`config.mk`:
```
export PLATFORM = sky130hd
export DESIGN_NAME = serial_addr_decoder
export DESIGN_NICKNAME = d
export VERILOG_FILES = /design/src/rtl/serial_addr_decoder.sv
export SDC_FILE = /design/constraint.sdc
export NUM_CORES = 1
export LEC_CHECK = 0
export BUFFER_PORTS_ARGS = -buffer_cell sky130_fd_sc_hd__buf_2
export CAP_MARGIN = 20
export CELL_PAD_IN_SITES_DETAIL_PLACEMENT = 1
export CELL_PAD_IN_SITES_GLOBAL_PLACEMENT = 1
export CORE_ASPECT_RATIO = 1.4
export CORE_MARGIN = 2
export CORE_UTILIZATION = 44
export CTS_CLUSTER_DIAMETER = 80
export CTS_CLUSTER_SIZE = 25
export DETAILED_ROUTE_END_ITERATION = 10
export PLACE_DENSITY = 0.89
export SLEW_MARGIN = 20
export SYNTH_ARGS = -nofsm -noshare
export SYNTH_HDL_FRONTEND = slang
export SYNTH_SLANG_ARGS = --single-unit
```
`constraint.sdc`:
```
create_clock -name CLK -period 3.6 [get_ports CLK]
set_input_delay 0.36 -clock CLK [delete_from_list [all_inputs] [get_ports CLK]]
set_output_delay 0.36 -clock CLK [all_outputs]
set_load 0.005 [all_outputs]
```
`src/rtl/serial_addr_decoder.sv`:
```
// ---------------------------------------------------------------------------
// serial_addr_decoder
//
// Bit-serial address decoder for the shared serial bus. The granted master
// shifts its address in MSB first while A_ADD is high; the top DEV_BITS of
// the address select one of SLV_N slaves. The select is held for the whole
// transaction (while B_UTIL stays high). Slaves enabled in SPLIT_EN may
// split a transaction by raising B_SBSY; the decoder remembers them and
// offers a resume select once the slave drops B_SBSY again.
//
// Ports
//   CLK        bus clock, rising edge
//   RST        synchronous active-high reset
//   B_UTIL     bus utilised by the granted master
//   A_ADD      address phase strobe, one address bit per cycle
//   B_BUS_OUT  serial data from the granted master
//   B_SBSY     per-slave split-busy flags
//   AD_SEL     one-hot slave select
//   AD_VALID   AD_SEL is valid
//   AD_ERR     decode error (unmapped slave index or short address)
//   AD_ADDR    captured address, held while AD_VALID is high
//   SPL_SEL    one-hot select of the lowest split slave ready to resume
//   SPL_PEND   at least one split transaction is outstanding
//
// ADDR_W must be at least DEV_BITS; SLV_N is 2..16.
// ---------------------------------------------------------------------------
module serial_addr_decoder #(
    parameter int          ADDR_W   = 16,
    parameter int          SLV_N    = 4,
    parameter logic [15:0] SPLIT_EN = 16'h0008
) (
    input  logic              CLK,
    input  logic              RST,
    input  logic              B_UTIL,
    input  logic              A_ADD,
    input  logic              B_BUS_OUT,
    input  logic [SLV_N-1:0]  B_SBSY,
    output logic [SLV_N-1:0]  AD_SEL,
    output logic              AD_VALID,
    output logic              AD_ERR,
    output logic [ADDR_W-1:0] AD_ADDR,
    output logic [SLV_N-1:0]  SPL_SEL,
    output logic              SPL_PEND
);

    localparam int                DEV_BITS   = $clog2(SLV_N);
    localparam int                CNT_W      = $clog2(ADDR_W + 1);
    localparam logic [SLV_N-1:0]  SPLIT_MASK = SPLIT_EN[SLV_N-1:0];
    // One extra bit so SLV_N itself (e.g. 4 with a 2-bit index) is representable.
    localparam logic [DEV_BITS:0] SLV_LIMIT  = (DEV_BITS + 1)'(SLV_N);

    typedef enum logic [2:0] {
        S_IDLE,
        S_ADDR,
        S_DECODE,
        S_SELECT,
        S_ERROR
    } state_t;

    state_t state, state_nxt;

    // Datapath
    logic [ADDR_W-1:0]   shreg;
    logic [CNT_W-1:0]    cnt;
    logic [SLV_N-1:0]    sel_q;
    logic [ADDR_W-1:0]   addr_q;

    // Split tracking and bus-ownership edge detect
    logic [SLV_N-1:0]    pend;
    logic [SLV_N-1:0]    pend_nxt;
    logic [SLV_N-1:0]    spl_sel_q;
    logic                b_util_q;

    // Strobes from the next-state logic into the datapath
    logic                addr_start;
    logic                addr_shift;
    logic                dec_hit;
    logic                resume;
    logic                split_hit;

    logic [DEV_BITS-1:0] idx;
    logic [SLV_N-1:0]    idx_onehot;
    logic                last_bit;

    // Lowest set bit of v as a one-hot vector (zero if v is zero).
    function automatic logic [SLV_N-1:0] lowest_one(input logic [SLV_N-1:0] v);
        logic [SLV_N-1:0] r;
        logic             found;
        r     = '0;
        found = 1'b0;
        for (int i = 0; i < SLV_N; i++) begin
            if (v[i] && !found) begin
                r[i]  = 1'b1;
                found = 1'b1;
            end
        end
        return r;
    endfunction

    assign idx      = shreg[ADDR_W-1 -: DEV_BITS];
    // cnt counts bits already shifted in; this is the bit that completes the address.
    assign last_bit = (cnt == CNT_W'(ADDR_W - 1));

    always_comb begin
        idx_onehot = '0;
        for (int i = 0; i < SLV_N; i++) begin
            idx_onehot[i] = (idx == DEV_BITS'(i));
        end
    end

    // ---------------- state register ----------------
    always_ff @(posedge CLK) begin
        if (RST) begin
            state <= S_IDLE;
        end else begin
            state <= state_nxt;
        end
    end

    // ---------------- next-state logic ----------------
    always_comb begin
        state_nxt  = state;
        addr_start = 1'b0;
        addr_shift = 1'b0;
        dec_hit    = 1'b0;
        resume     = 1'b0;
        split_hit  = 1'b0;
        case (state)
            S_IDLE: begin
                // A new address phase wins over a pending split resume.
                if (A_ADD && B_UTIL) begin
                    addr_start = 1'b1;
                    state_nxt  = (ADDR_W == 1) ? S_DECODE : S_ADDR;
                end else if (B_UTIL && !b_util_q && (|spl_sel_q)) begin
                    resume    = 1'b1;
                    state_nxt = S_SELECT;
                end
            end
            S_ADDR: begin
                if (!B_UTIL) begin
                    state_nxt = S_IDLE;
                end else if (A_ADD) begin
                    addr_shift = 1'b1;
                    if (last_bit) begin
                        state_nxt = S_DECODE;
                    end
                end else begin
                    state_nxt = S_ERROR;
                end
            end
            S_DECODE: begin
                if (!B_UTIL) begin
                    state_nxt = S_IDLE;
                end else if ({1'b0, idx} < SLV_LIMIT) begin
                    dec_hit   = 1'b1;
                    state_nxt = S_SELECT;
                end else begin
                    state_nxt = S_ERROR;
                end
            end
            S_SELECT: begin
                // Busy from a slave that may not split is ignored by the mask.
                if (!B_UTIL) begin
                    state_nxt = S_IDLE;
                end else if (|(B_SBSY & sel_q & SPLIT_MASK)) begin
                    split_hit = 1'b1;
                    state_nxt = S_IDLE;
                end
            end
            S_ERROR: begin
                if (!B_UTIL) begin
                    state_nxt = S_IDLE;
                end
            end
            default: state_nxt = S_IDLE;
        endcase
    end

    // ---------------- output logic ----------------
    always_comb begin
        AD_SEL   = '0;
        AD_VALID = 1'b0;
        AD_ERR   = 1'b0;
        AD_ADDR  = '0;
        case (state)
            S_SELECT: begin
                AD_SEL   = sel_q;
                AD_VALID = 1'b1;
                AD_ADDR  = addr_q;
            end
            S_ERROR:  AD_ERR = 1'b1;
            default:  ;
        endcase
    end

    assign SPL_SEL  = spl_sel_q;
    assign SPL_PEND = |pend;

    always_comb begin
        pend_nxt = pend;
        if (resume) begin
            pend_nxt = pend & ~spl_sel_q;
        end
        if (split_hit) begin
            pend_nxt = pend | sel_q;
        end
    end

    // ---------------- split tracking (control, reset) ----------------
    always_ff @(posedge CLK) begin
        if (RST) begin
            pend      <= '0;
            spl_sel_q <= '0;
            b_util_q  <= 1'b0;
        end else begin
            pend      <= pend_nxt;
            // Built from pend_nxt so a bit cleared by a resume never re-offers itself.
            spl_sel_q <= lowest_one(pend_nxt & ~B_SBSY);
            b_util_q  <= B_UTIL;
        end
    end

    // ---------------- address datapath (no reset, outputs gated by state) ----------------
    always_ff @(posedge CLK) begin
        if (addr_start) begin
            shreg <= ADDR_W'({shreg, B_BUS_OUT});
            cnt   <= CNT_W'(1);
        end else if (addr_shift) begin
            shreg <= ADDR_W'({shreg, B_BUS_OUT});
            cnt   <= cnt + CNT_W'(1);
        end
        if (dec_hit) begin
            sel_q  <= idx_onehot;
            addr_q <= shreg;
        end else if (resume) begin
            // The resumed transaction has no freshly captured address.
            sel_q  <= spl_sel_q;
            addr_q <= '0;
        end
    end

endmodule

```
; Word-level counts from Yosys, hierarchy flattened
; Cells that the tools add are included.
[classes]
n_mul = 0
n_addsub = 1
n_eq_ne = 12
reduce_logical = 17
order_cmp = 0
div_mod_pow = 0
bitwise_logic = 6
shift = 0
muxes = 44
[op_table]
columns = cell, count
row1 = 16-bit 2-to-1 mux, 5
row2 = 1-bit 2-to-1 mux, 24
row3 = 3-bit 2-to-1 mux, 8
row4 = 4-bit 2-to-1 mux, 5
row5 = 3-bit one-hot mux with 5 select lines, 1
row6 = 4-bit bitwise AND, 3
row7 = 4-bit NOT, 2
row8 = 4-bit OR reduction, 2
row9 = 3-bit by 2-bit == test with 1-bit output (second input constant), 2
row10 = 1-bit logical AND, 6
row11 = 3-bit inequality test (second input constant), 2
row12 = 5-bit by 1-bit adder with 5-bit output (second input constant), 1
row13 = 5-bit by 4-bit == test with 1-bit output (second input constant), 1
row14 = 2-bit == test (second input constant), 2
row15 = 1-bit zero test, 4
row16 = 4-bit inequality test (second input constant), 1
row17 = 4-bit bitwise OR, 1
row18 = 4-bit AND reduction, 1
row19 = 2-bit nonzero test, 2
row20 = 3-bit by 1-bit == test with 1-bit output (second input constant), 1
row21 = 3-bit == test (second input constant), 1
row22 = 3-bit zero test, 1
row23 = 2-bit by 1-bit == test with 1-bit output (second input constant), 1
row24 = 2-bit zero test, 1
row25 = 2 further kinds, 2
[word_totals]
ram_bits = 0
inputBits = 9
register_bits = 53
wordCells = 88
mem_bits_ro = 0
out_inout_bits = 27
memories = 0
latchBits = 0

; Longest topological paths before layout
; Gate-level depths: netlist (run 1).
[depth]
ltp_word = 22
mapped_depth = 7
depth_no_buf = 6

; Least setup slack after synthesis (run 1)
; OpenSTA, ideal clock, no wires.
[synth_path]
path_kind = in2reg
start = input B_UTIL
end = register addr_q[0], enable pin
t_required_ps = 3175
path_buffers = 1
path_slack_ps = 812
arrival_time_ps = 2363
cell_stages = 3
setup_time_ps = 425
path_cell_list = buf_6 a2111o_1 o21ai_0
[synth_via]
elab_chain_len = 6
word_cells_on_any_way = 9
cone_classes = mux: 5 / reduce/logical: 4
[synth_lines]
columns = element, line_no
row1 = from (decl), 34  ; input logic B_UTIL,
row2 = 1-bit logical AND (2 in series), 134  ; end else if (B_UTIL && !b_util_q && (|spl_sel_q)) begin
row3 = 1-bit 2-to-1 mux, 134
row4 = 1-bit 2-to-1 mux, 131  ; if (A_ADD && B_UTIL) begin
row5 = 1-bit 2-to-1 mux, 128  ; case (state)
row6 = 2-bit nonzero test (no line) (*), -
row7 = to (signal assigned), 234  ; addr_q <= shreg;
row8 = to (decl), 66  ; logic [ADDR_W-1:0] addr_q;
; Mark *: on every way between the ends. The rest lies on a longest branch, timed or not.
; A chain may end at the register's enable or synchronous reset.

; Final worst setup path (run 1)
[layout_path]
start = register state[0]
end = output AD_SEL[3]
[layout_via]
elab_chain_len = 2
[layout_lines]
columns = element, line_no
row1 = from (decl), 60  ; state_t state, state_nxt;
row2 = from (signal assigned), 116  ; state <= state_nxt;
row3 = 3-bit by 2-bit == test with 1-bit output, 185  ; case (state)
row4 = 4-bit 2-to-1 mux, 185
row5 = to (decl), 38  ; output logic [SLV_N-1:0] AD_SEL,
; Every way passes these cells.

==> qor.yml, run 1 <==
outcome:
  status: "finished clean"
pwr:
  power.density_nw_per_um2: 556
  total_power_mw: 1.46
  p_leak_nw: 1.05
  vdd.ir_drop.worst_uv: 282
grt:
  grt_use_total: 0.191
  grt_pass1_wl_um: 8580
  grt_pass1_vias: 1724
  grt_max_degree: 27
  antenna_found_initial: 0
  grt-ovfl-total: 0
floorplanning:
  fp.dieW_um: 65.7
  design.die.area_um2: 5940
  fp.coreArea_um2: 5160
  fp.dieH_um: 90.4
  start_util: 0.455
  ios: 36
  num_rows: 31
final_layout:
  finalNonFillerCells: 296
  area_growth_pct: 11.7
  n_fill_cell: 570
  nets: 240
  drive_gt1_frac: 0.196
  postLayoutCoreUtil: 0.508
  num_antenna_cells: 0
place:
  dp_cells: 288
  gp_congestion: 0.769
  dp_hpwl_um: 3740
  port_buffers: 35
yosys:
  yosys.cell_count.top_type: "and2_1"
  synth_warnings: 0
  synthFlopType: "edfxtp_1"
  synth.area.top_cells: "edfxtp_1 46%, dfxtp_1 15%, and2_1 9.9%"
  synth_nets: 208
  ys_seq_area_frac: 0.606
  synth_top_area_frac: 0.461
  synth_cell_types: 42
  async_flop_share: 0
  synthesis.area_um2: 2340
  postSynthAreaPerCell_um2: 11.9
  ys_ff_latch: 53
  yosysTopAreaCell: "edfxtp_1"
  synth_commonest_cells: "37 x and2_1, 36 x edfxtp_1, 17 x dfxtp_1"
  syn_inst: 197
  synth_edf_count: 36
flow_run:
  drv_cap: 0
sta:
  setup_tns_ns: 0
  relSlewSlack: 0.477
  hold_viol_final: 0
  tightest_slew_ns: 0.785
  rsz0062_at_grt: "false"
  period_needed_ns: 2.36
  finalCritPeriodShare: 0.655
  drv_slew: 0
  finalSetupViolations: 0
  max_freq_mhz: 424
  clock_skew_ns: 0.00821
clock_tree:
  insertion_delay_ns: 0.30
  cts_buffers: 5
  cts_hold_buffers: 0
  cts_resized: 0
  cts_root_buf: "clkbuf_8"
  clkTransAtPathRegs_ns: 0.08
  cts_tree: "yes"
  cts_buffer_depth: 2
  h-tree-depth: 2
  cts_sinks: 53
  post_cts_buffers: 0
detailed_routing:
  first_pass_iters: 4
  via_per_inst: 5.33
  drtIter0Drc: 59
  postRouteAntennaNets: 0
  drcViolationCount: 0
  wl_per_cell_um: 17.1
  vias: 1577
  wirelength_um: 5060
worst_setup_path:
  crit_type: "flip-flop to output pin"
  critPathRequiredTime_ns: 3.24
  r2r_setup_slack_ns: 1.44
  endpoint_kind: "output pin"
  arrival_ns: 2.00
  startpoint_type: "flip-flop"
  cp_max_fo: 26
worst_hold_path:
  hold_class: "input port to flip-flop"
## per-stage QoR
stage               hold slack, ns  instance area, um^2  worst slack, ns
floorplan                    0.417                 2340            0.812
detailed placement           0.428                 2540             1.42
finish                       0.224                 2620             1.24
global route                 0.226                 2620             1.12
CTS                          0.219                 2620             1.22
global placement             0.426                 2540             1.58
## where the power goes
| part | switching, mW | internal [mW] | total (mW) | leakage, nW |
|---|---|---|---|---|
| registers | 0.0781 | 0.757 | 0.835 | 0.475 |
| clock network | 0.180 | 0.136 | 0.316 | 0.0399 |
| logic | 0.180 | 0.126 | 0.307 | 0.537 |
## cell type report
class / count / area (um^2) / share of cell area
Inverter: 5 / 18.8 / 0.00716
Tap cell: 66 / 82.6 / 0.0315
Timing Repair Buffer: 36 / 183 / 0.0697
Clock inverter: 1 / 3.75 / 0.00143
Clock buffer: 7 / 76.3 / 0.0291
Multi-Input combinational cell: 128 / 835 / 0.319
Sequential cell: 53 / 1420 / 0.543
## cells by family (layout without fill, tap and decap cells)
logic type	after synthesis	count (layout)	share of synthesized area
AO/OA/AOI/OAI	28	28	0.0929
adder cells (fa/ha/maj)	2	2	0.0107
buffers and inverters	16	49	0.0379
flip-flops	53	53	0.606
multiplexers	3	3	0.0133
AND/OR/NAND/NOR	95	95	0.239
## worst max-delay path: stages (launching register included)
cell and delay, ns:
dfxtp_1 0.58, and3b_1 0.75, and2_1 0.25, buf_2 0.12
## registers in the layout, indices dropped and copies added (netlist names)
signal,count
shreg,16
addr_q,16
sel_q,4
b_util_q,1
pend,4
cnt,5
state,3
SPL_SEL,4
## layout by cell type, fill, tap and decap left out, drive strengths merged, types with 3 or more instances in the layout
| cell | n |
|---|---|
| and2 | 37 |
| edfxtp | 36 |
| buf | 36 |
| dfxtp | 17 |
| nand2 | 15 |
| nor2 | 7 |
| nand3 | 7 |
| clkbuf | 7 |
| nand3b | 5 |
| inv | 5 |
| nor2b | 5 |
| a21oi | 5 |
| o21ai | 5 |
| and3 | 4 |
| nand2b | 4 |
| nor3b | 3 |
| a31oi | 3 |
## layer usage
layer	share of wire	wire (um)	global-route usage
met4	0.029	146	0.0851
met1	0.39	1970	0.209
met3	0.026	130	0.0362
met2	0.56	2810	0.344
met5	0	0	0
## worst paths after layout
kind | endpoint | start | depth (start not counted)
setup / recovery | AD_SEL[3] | state[0]$_SDFFE_PP0P_ | 3
hold / removal | SPL_SEL[0]$_SDFF_PP0_ | B_SBSY[0] | 2
setup reg to reg | SPL_SEL[1]$_SDFF_PP0_ | state[0]$_SDFFE_PP0P_ | 4
hold reg to reg | shreg[8]$_DFFE_PP_ | shreg[7]$_DFFE_PP_ | 0
Note: power is estimated with default switching activity, not from simulation.
==> run 2, diff against run 1 <==
==> constraint.sdc (replaced) <==
create_clock -name CLK -period 2.44 [get_ports CLK]
set_input_delay 0.244 -clock CLK [delete_from_list [all_inputs] [get_ports CLK]]
set_output_delay 0.244 -clock CLK [all_outputs]
set_load 0.005 [all_outputs]
==> run 2 against run 1 <==
  * Register-to-register slack lost 0.93 ns
  * Routed wire length shrank 6.1%
  * Final area grew 1.3%
  * First-iteration DRC count grew 14%
  * Count of clock-buffer cells in the layout shrank 2
  * Via count shrank 0.63%
  * Largest cell class unchanged
  * Largest power group unchanged
  * Highest routed layer unchanged
==> qor.yml, run 2 (synthesized netlist as in run 1, its figures left out) <==
sta:
  hold_viol_final: 0  # unchanged
  period_needed_ns: 2.02
  relSlewSlack: 0.659  # was 0.477
  drv_slew: 0  # unchanged
  clock_skew_ns: 0.00359  # was 0.00821 ns
  finalSetupViolations: 0  # unchanged
  tightest_slew_ns: 0.511  # was 0.785 ns
  max_freq_mhz: 496
  finalCritPeriodShare: 0.826
  rsz0062_at_grt: "false"  # unchanged
  setup_tns_ns: 0  # unchanged
final_layout:
  nets: 242  # was 240
  mostFrequentLayoutCell: "and2_1"  # unchanged
  top_regs: "addr_q: 16 flops, shreg: 16 flops, cnt: 5 flops"  # unchanged
  num_antenna_cells: 0  # unchanged
  postLayoutCoreUtil: 0.514  # was 0.508
  drive_gt1_frac: 0.220  # was 0.196
  area_growth_pct: 13.2  # was 11.7%
  most-common-layout-cells: "37 x and2_1, 36 x edfxtp_1, 35 x buf_2"  # unchanged
worst_setup_path:
  cpPeakStageDelay_ns: 0.60  # was 0.75 ns
  arrival_ns: 1.77  # was 2.00 ns
  cp_cell_sequence: "and3b_1 -> buf_4 -> and2_1 -> buf_2"  # was and3b_1 -> and2_1 -> buf_2
  critPathSlowestCell: "dfxtp_1"  # was and3b_1
  cp_num_buf_inv: 2  # was 1
  endpoint_kind: "output pin"  # unchanged
  cp_top_family: "flip-flops"  # was simple AND/OR/NAND/NOR gates
  crit_type: "flip-flop to output pin"  # unchanged
  critPathRequiredTime_ns: 2.20  # was 3.24 ns
  startpoint_type: "flip-flop"  # unchanged
  cp_max_fo: 21  # was 26
clock_tree:
  cts_sinks: 53  # unchanged
  insertion_delay_ns: 0.31  # was 0.30 ns
  cts_root_buf: "clkbuf_8"  # unchanged
  cts_hold_buffers: 0  # unchanged
  post_cts_buffers: 0  # unchanged
  cts_resized: 0  # unchanged
  cts_tree: "yes"  # unchanged
  h-tree-depth: 2  # unchanged
  cts_buffers: 5  # unchanged
  clkTransAtPathRegs_ns: 0.10  # was 0.08 ns
  cts_buffer_depth: 2  # unchanged
floorplanning:
  num_rows: 31  # unchanged
  fp.coreArea_um2: 5160  # unchanged
  start_util: 0.455  # unchanged
  ios: 36  # unchanged
  fp.dieW_um: 65.7  # unchanged
  design.die.area_um2: 5940  # unchanged
  fp.dieH_um: 90.4  # unchanged
place:
  port_buffers: 35  # unchanged
  gp_congestion: 0.834  # was 0.769
  dp_hpwl_um: 3460  # was 3740 um
detailed_routing:
  first_pass_iters: 4  # unchanged
  postRouteAntennaNets: 0  # unchanged
  vias: 1567  # was 1577
  wirelength_um: 4750  # was 5060 um
  drcViolationCount: 0  # unchanged
  via_per_inst: 5.26  # was 5.33
  drtIter0Drc: 67  # was 59
  wl_per_cell_um: 15.9  # was 17.1 um
worst_hold_path:
  hold_class: "input port to flip-flop"  # unchanged
grt:
  antenna_found_initial: 0  # unchanged
  grt-ovfl-total: 0  # unchanged
  grt_max_degree: 22  # was 27
  grt_pass1_wl_um: 7960  # was 8580 um
  grt_use_total: 0.176  # was 0.191
  grt_pass1_vias: 1610  # was 1724
pwr:
  total_power_mw: 2.21  # was 1.46 mW
  power.density_nw_per_um2: 833  # was 556 nW/um^2
  p_leak_nw: 1.07  # was 1.05 nW
  vdd.ir_drop.worst_uv: 526  # was 282 uV
flow_run:
  drv_cap: 0  # unchanged
outcome:
  status: "finished clean"  # unchanged
## run 2: cell count changes in the layout (fill, tap and decap cells not counted)
cell | previous run | this run
clkbuf_1 | 2 | 0
buf_4 | 1 | 3
o21ai_1 | 2 | 1
o21ai_2 | 0 | 1
inv_8 | 0 | 1
clkinvlp_4 | 0 | 2
clkinv_1 | 1 | 0
## run 2: through the flow
| step | cells | setup WS (ns) | hold slack, ns | instance area [um^2] |
|---|---|---|---|---|
| detailed placement | 290 | 0.555 | 0.423 | 2560 |
| global placement | 290 | 0.660 | 0.416 | 2560 |
| floorplan | 197 | 0.219 | 0.308 | 2340 |
| finish | 298 | 0.424 | 0.0924 | 2650 |
| CTS | 298 | 0.420 | 0.0902 | 2650 |
| global route | 298 | 0.274 | 0.0992 | 2650 |
## run 2: layout make-up
class	instances	area, um^2
Tap cell	66	82.6
Clock inverter	3	26.3
Multi-Input combinational cell	128	838
Timing Repair Buffer	38	198
Fill cell	556	2500
Inverter	5	18.8
Clock buffer	5	68.8
Sequential cell	53	1420
## run 2: layer usage
layer	global-route usage	up-vias	wire [um]
met5	0	-	0
met4	0.0851	0	120
met3	0.0324	8	131
met2	0.299	27	2520
met1	0.209	765	1980
li1	-	767	-
## run 2: where the power goes
group,leakage (nW),internal [mW],total [mW],switching (mW)
clock,0.0423,0.209,0.512,0.303
combinational,0.549,0.196,0.467,0.272
sequential,0.475,1.12,1.23,0.114
## run 2: path summary, 6_finish.rpt
path	slack, ns	from	cells past startpoint	endpoint
setup reg to reg	0.51	state[0]$_SDFFE_PP0P_	5	SPL_SEL[1]$_SDFF_PP0_
hold reg to reg	0.45	shreg[8]$_DFFE_PP_	0	shreg[9]$_DFFE_PP_
setup / recovery	0.42	state[0]$_SDFFE_PP0P_	4	AD_ADDR[7]
hold / removal	0.09	B_SBSY[0]	2	SPL_SEL[0]$_SDFF_PP0_
## run 2: worst reg2reg max path: cells and delay by family, from the launching register on
kind / cells / cell delay, ns
DFF: 1 / 0.60
buffers and inverters: 1 / 0.25
and+or+nand+nor: 3 / 0.69
AOI/OAI and AO/OA: 1 / 0.29
==> run 3, diff against run 2 <==
--- a/config.mk
+++ b/config.mk
@@ -11,11 +11,11 @@
 export CELL_PAD_IN_SITES_GLOBAL_PLACEMENT = 1
 export CORE_ASPECT_RATIO = 1.4
 export CORE_MARGIN = 2
-export CORE_UTILIZATION = 44
+export CORE_UTILIZATION = 40
 export CTS_CLUSTER_DIAMETER = 80
 export CTS_CLUSTER_SIZE = 25
 export DETAILED_ROUTE_END_ITERATION = 10
-export PLACE_DENSITY = 0.89
+export PLACE_DENSITY = 0.86
 export SLEW_MARGIN = 20
 export SYNTH_ARGS = -nofsm -noshare
 export SYNTH_HDL_FRONTEND = slang
==> constraint.sdc (replaced) <==
create_clock -name CLK -period 1.6 [get_ports CLK]
set_input_delay 0.16 -clock CLK [delete_from_list [all_inputs] [get_ports CLK]]
set_output_delay 0.16 -clock CLK [all_outputs]
set_load 0.005 [all_outputs]
==> run 3 against run 2 <==
  * The flow now finishes with violations (setup timing)
  * Critical path depth up 2
  * Final area grew 13%
  * Combinational power increased to 2.6 times the previous value
  * Worst setup slack worse by 0.62 ns
  * Via count grew 9.7%
  * Routed wire length grew 17%
  * Critical path type is now flip-flop to flip-flop
  * Critical endpoint is now SPL_SEL[2]$_SDFF_PP0_
  * Largest cell class unchanged
==> qor.yml, run 3 (synthesized netlist as in run 1, its figures left out) <==
final_layout:
  num_antenna_cells: 0  # unchanged
  stdcell_area_um2: 3000  # was 2650 um^2
  most-common-layout-cells: "36 x edfxtp_1, 35 x and2_1, 35 x buf_2"  # was 37 x and2_1, 36 x edfxtp_1, 35 x buf_2
  finalNonFillerCells: 328  # was 298
  top_regs: "addr_q: 16 flops, shreg: 16 flops, cnt: 5 flops"  # unchanged
  drive_gt1_frac: 0.357  # was 0.220
  postLayoutCoreUtil: 0.519  # was 0.514
  nets: 268  # was 242
  mostFrequentLayoutCell: "edfxtp_1"  # was and2_1
  area_growth_pct: 27.9  # was 13.2%
grt:
  grt-ovfl-total: 0  # unchanged
  grt_pass1_wl_um: 8250  # was 7960 um
  grt_use_total: 0.174  # was 0.176
  grt_max_degree: 22  # unchanged
  grt_pass1_vias: 1734  # was 1610
  antenna_found_initial: 0  # unchanged
worst_setup_path:
  r2r_cells: 6  # was 5
  critPathSlowestCell: "o32ai_1"  # was dfxtp_1
  path_depth: 6  # was 4
  cp_cell_sequence: "buf_6 -> and3b_2 -> buf_4 -> a31oi_2 -> o32ai_1 -> nor3_1"  # was and3b_1 -> buf_4 -> and2_1 -> buf_2
  reg2reg_from: "state[2]$_SDFFE_PP0P_"  # was state[0]$_SDFFE_PP0P_
  arrival_ns: 1.95  # was 1.77 ns
  startpoint_type: "flip-flop"  # unchanged
  cp_top_family: "compound AO/OA/AOI/OAI gates"  # was flip-flops
  cp_max_fo: 8  # was 21
  cpPeakStageDelay_ns: 0.48  # was 0.60 ns
  endpoint_kind: "flip-flop"  # was output pin
  crit_type: "flip-flop to flip-flop"  # was flip-flop to output pin
  cp_num_buf_inv: 2  # unchanged
  worstSetupStartpoint: "state[2]$_SDFFE_PP0P_"  # was state[0]$_SDFFE_PP0P_
  critPathRequiredTime_ns: 1.76  # was 2.20 ns
worst_hold_path:
  hp-start: "B_SBSY[0]"  # unchanged
  min_path_cells: 2  # unchanged
  hold_class: "input port to flip-flop"  # unchanged
sta:
  relSlewSlack: 0.644  # was 0.659
  finalSetupViolations: 33  # was 0
  hold_viol_final: 0  # unchanged
  period_needed_ns: 1.80
  tightest_slew_ns: 0.532  # was 0.511 ns
  finalCritPeriodShare: 1.12
  worst_slack_ns: -0.196  # was 0.424 ns
  setup_tns_ns: -0.790  # was 0 ns
  drv_slew: 0  # unchanged
  clock_skew_ns: 0.00891  # was 0.00359 ns
  rsz0062_at_grt: "true"  # was false
  max_freq_mhz: 557
pwr:
  vdd.ir_drop.worst_uv: 744  # was 526 uV
  p_leak_nw: 1.22  # was 1.07 nW
  power.density_nw_per_um2: 1310  # was 833 nW/um^2
floorplanning:
  design.die.area_um2: 6500  # was 5940 um^2
  ios: 36  # unchanged
  fp.coreArea_um2: 5780  # was 5160 um^2
  num_rows: 33  # was 31
  fp.dieH_um: 94.6  # was 90.4 um
  fp.dieW_um: 68.7  # was 65.7 um
  start_util: 0.406  # was 0.455
detailed_routing:
  via_per_inst: 5.24  # was 5.26
  wirelength_um: 5540  # was 4750 um
  drtIter0Drc: 137  # was 67
  wl_per_cell_um: 16.9  # was 15.9 um
  postRouteAntennaNets: 0  # unchanged
  vias: 1719  # was 1567
  drcViolationCount: 0  # unchanged
  first_pass_iters: 4  # unchanged
place:
  dp_cells: 312  # was 290
  dp_hpwl_um: 3670  # was 3460 um
  pre_cts_ws_ns: -0.0578  # was 0.555 ns
  port_buffers: 35  # unchanged
  place_area_um2: 2720  # was 2560 um^2
  gp_congestion: 0.793  # was 0.834
clock_tree:
  clkTransAtPathRegs_ns: 0.10  # about the same
  cts_root_buf: "clkbuf_8"  # unchanged
  cts_hold_buffers: 0  # unchanged
  cts_sinks: 53  # unchanged
  cts_tree: "yes"  # unchanged
  insertion_delay_ns: 0.30  # was 0.31 ns
  cts_buffer_depth: 2  # unchanged
  cts_buffers: 5  # unchanged
  h-tree-depth: 2  # unchanged
flow_run:
  drv_cap: 0  # unchanged
outcome:
  violations: "setup timing"
  status: "finished with violations"  # was finished clean
-- run 3: path summary, 6_finish.rpt --
check | slack [ns] | endpoint
worst max-delay path | -0.20 | SPL_SEL[2]$_SDFF_PP0_
worst min-delay path | 0.02 | SPL_SEL[0]$_SDFF_PP0_
worst max register to register | -0.20 | SPL_SEL[2]$_SDFF_PP0_
worst min register to register | 0.44 | shreg[12]$_DFFE_PP_
-- run 3: routing by layer --
layer | up-vias | track usage | part of all wire
li1 | 818 | - | -
met1 | 845 | 0.188 | 0.38
met2 | 43 | 0.315 | 0.56
met3 | 13 | 0.0310 | 0.031
met4 | 0 | 0.0850 | 0.035
met5 | - | 0 | 0
-- run 3: report_power, final --
part	leakage [nW]	internal (mW)	switching, mW
combinational	0.696	0.603	0.608
sequential	0.476	1.71	0.120
clock	0.0528	0.463	0.422
total	1.22	2.78	1.15
-- run 3: final cells by class --
class                           count  area, um^2
Tap cell                           70        87.6
Sequential cell                    53        1430
Fill cell                         633        2780
Clock inverter                      2        33.8
Multi-Input combinational cell    129         933
Timing Repair Buffer               63         425
Inverter                            5        18.8
Clock buffer                        6        72.6
-- run 3: stage by stage --
step | total power, mW | hold WS (ns)
2_1_floorplan | 2.43 | 0.224
3_3_place_gp | 2.77 | 0.334
3_5_place_dp | 2.83 | 0.341
4_1_cts | 3.81 | 0.0126
5_1_grt | 4.12 | 0.0202
6_report | 3.93 | 0.0193
-- run 3: worst reg2reg max path, delay by kind of cell (launching register included) --
kind / cells / cell delay (ns)
simple gates: 2 / 0.46
buf+inv: 2 / 0.28
flops: 1 / 0.35
compound gates: 2 / 0.58
-- run 3: repair_timing --
action | in CTS | in global routing
gates cloned | 1 | 0
buffers inserted | 2 | 5
gates resized for setup | 12 | 10
setup endpoints to repair | 41 | 34
endpoints found under the hold margin | 0 | 0
pin swaps | 1 | 4
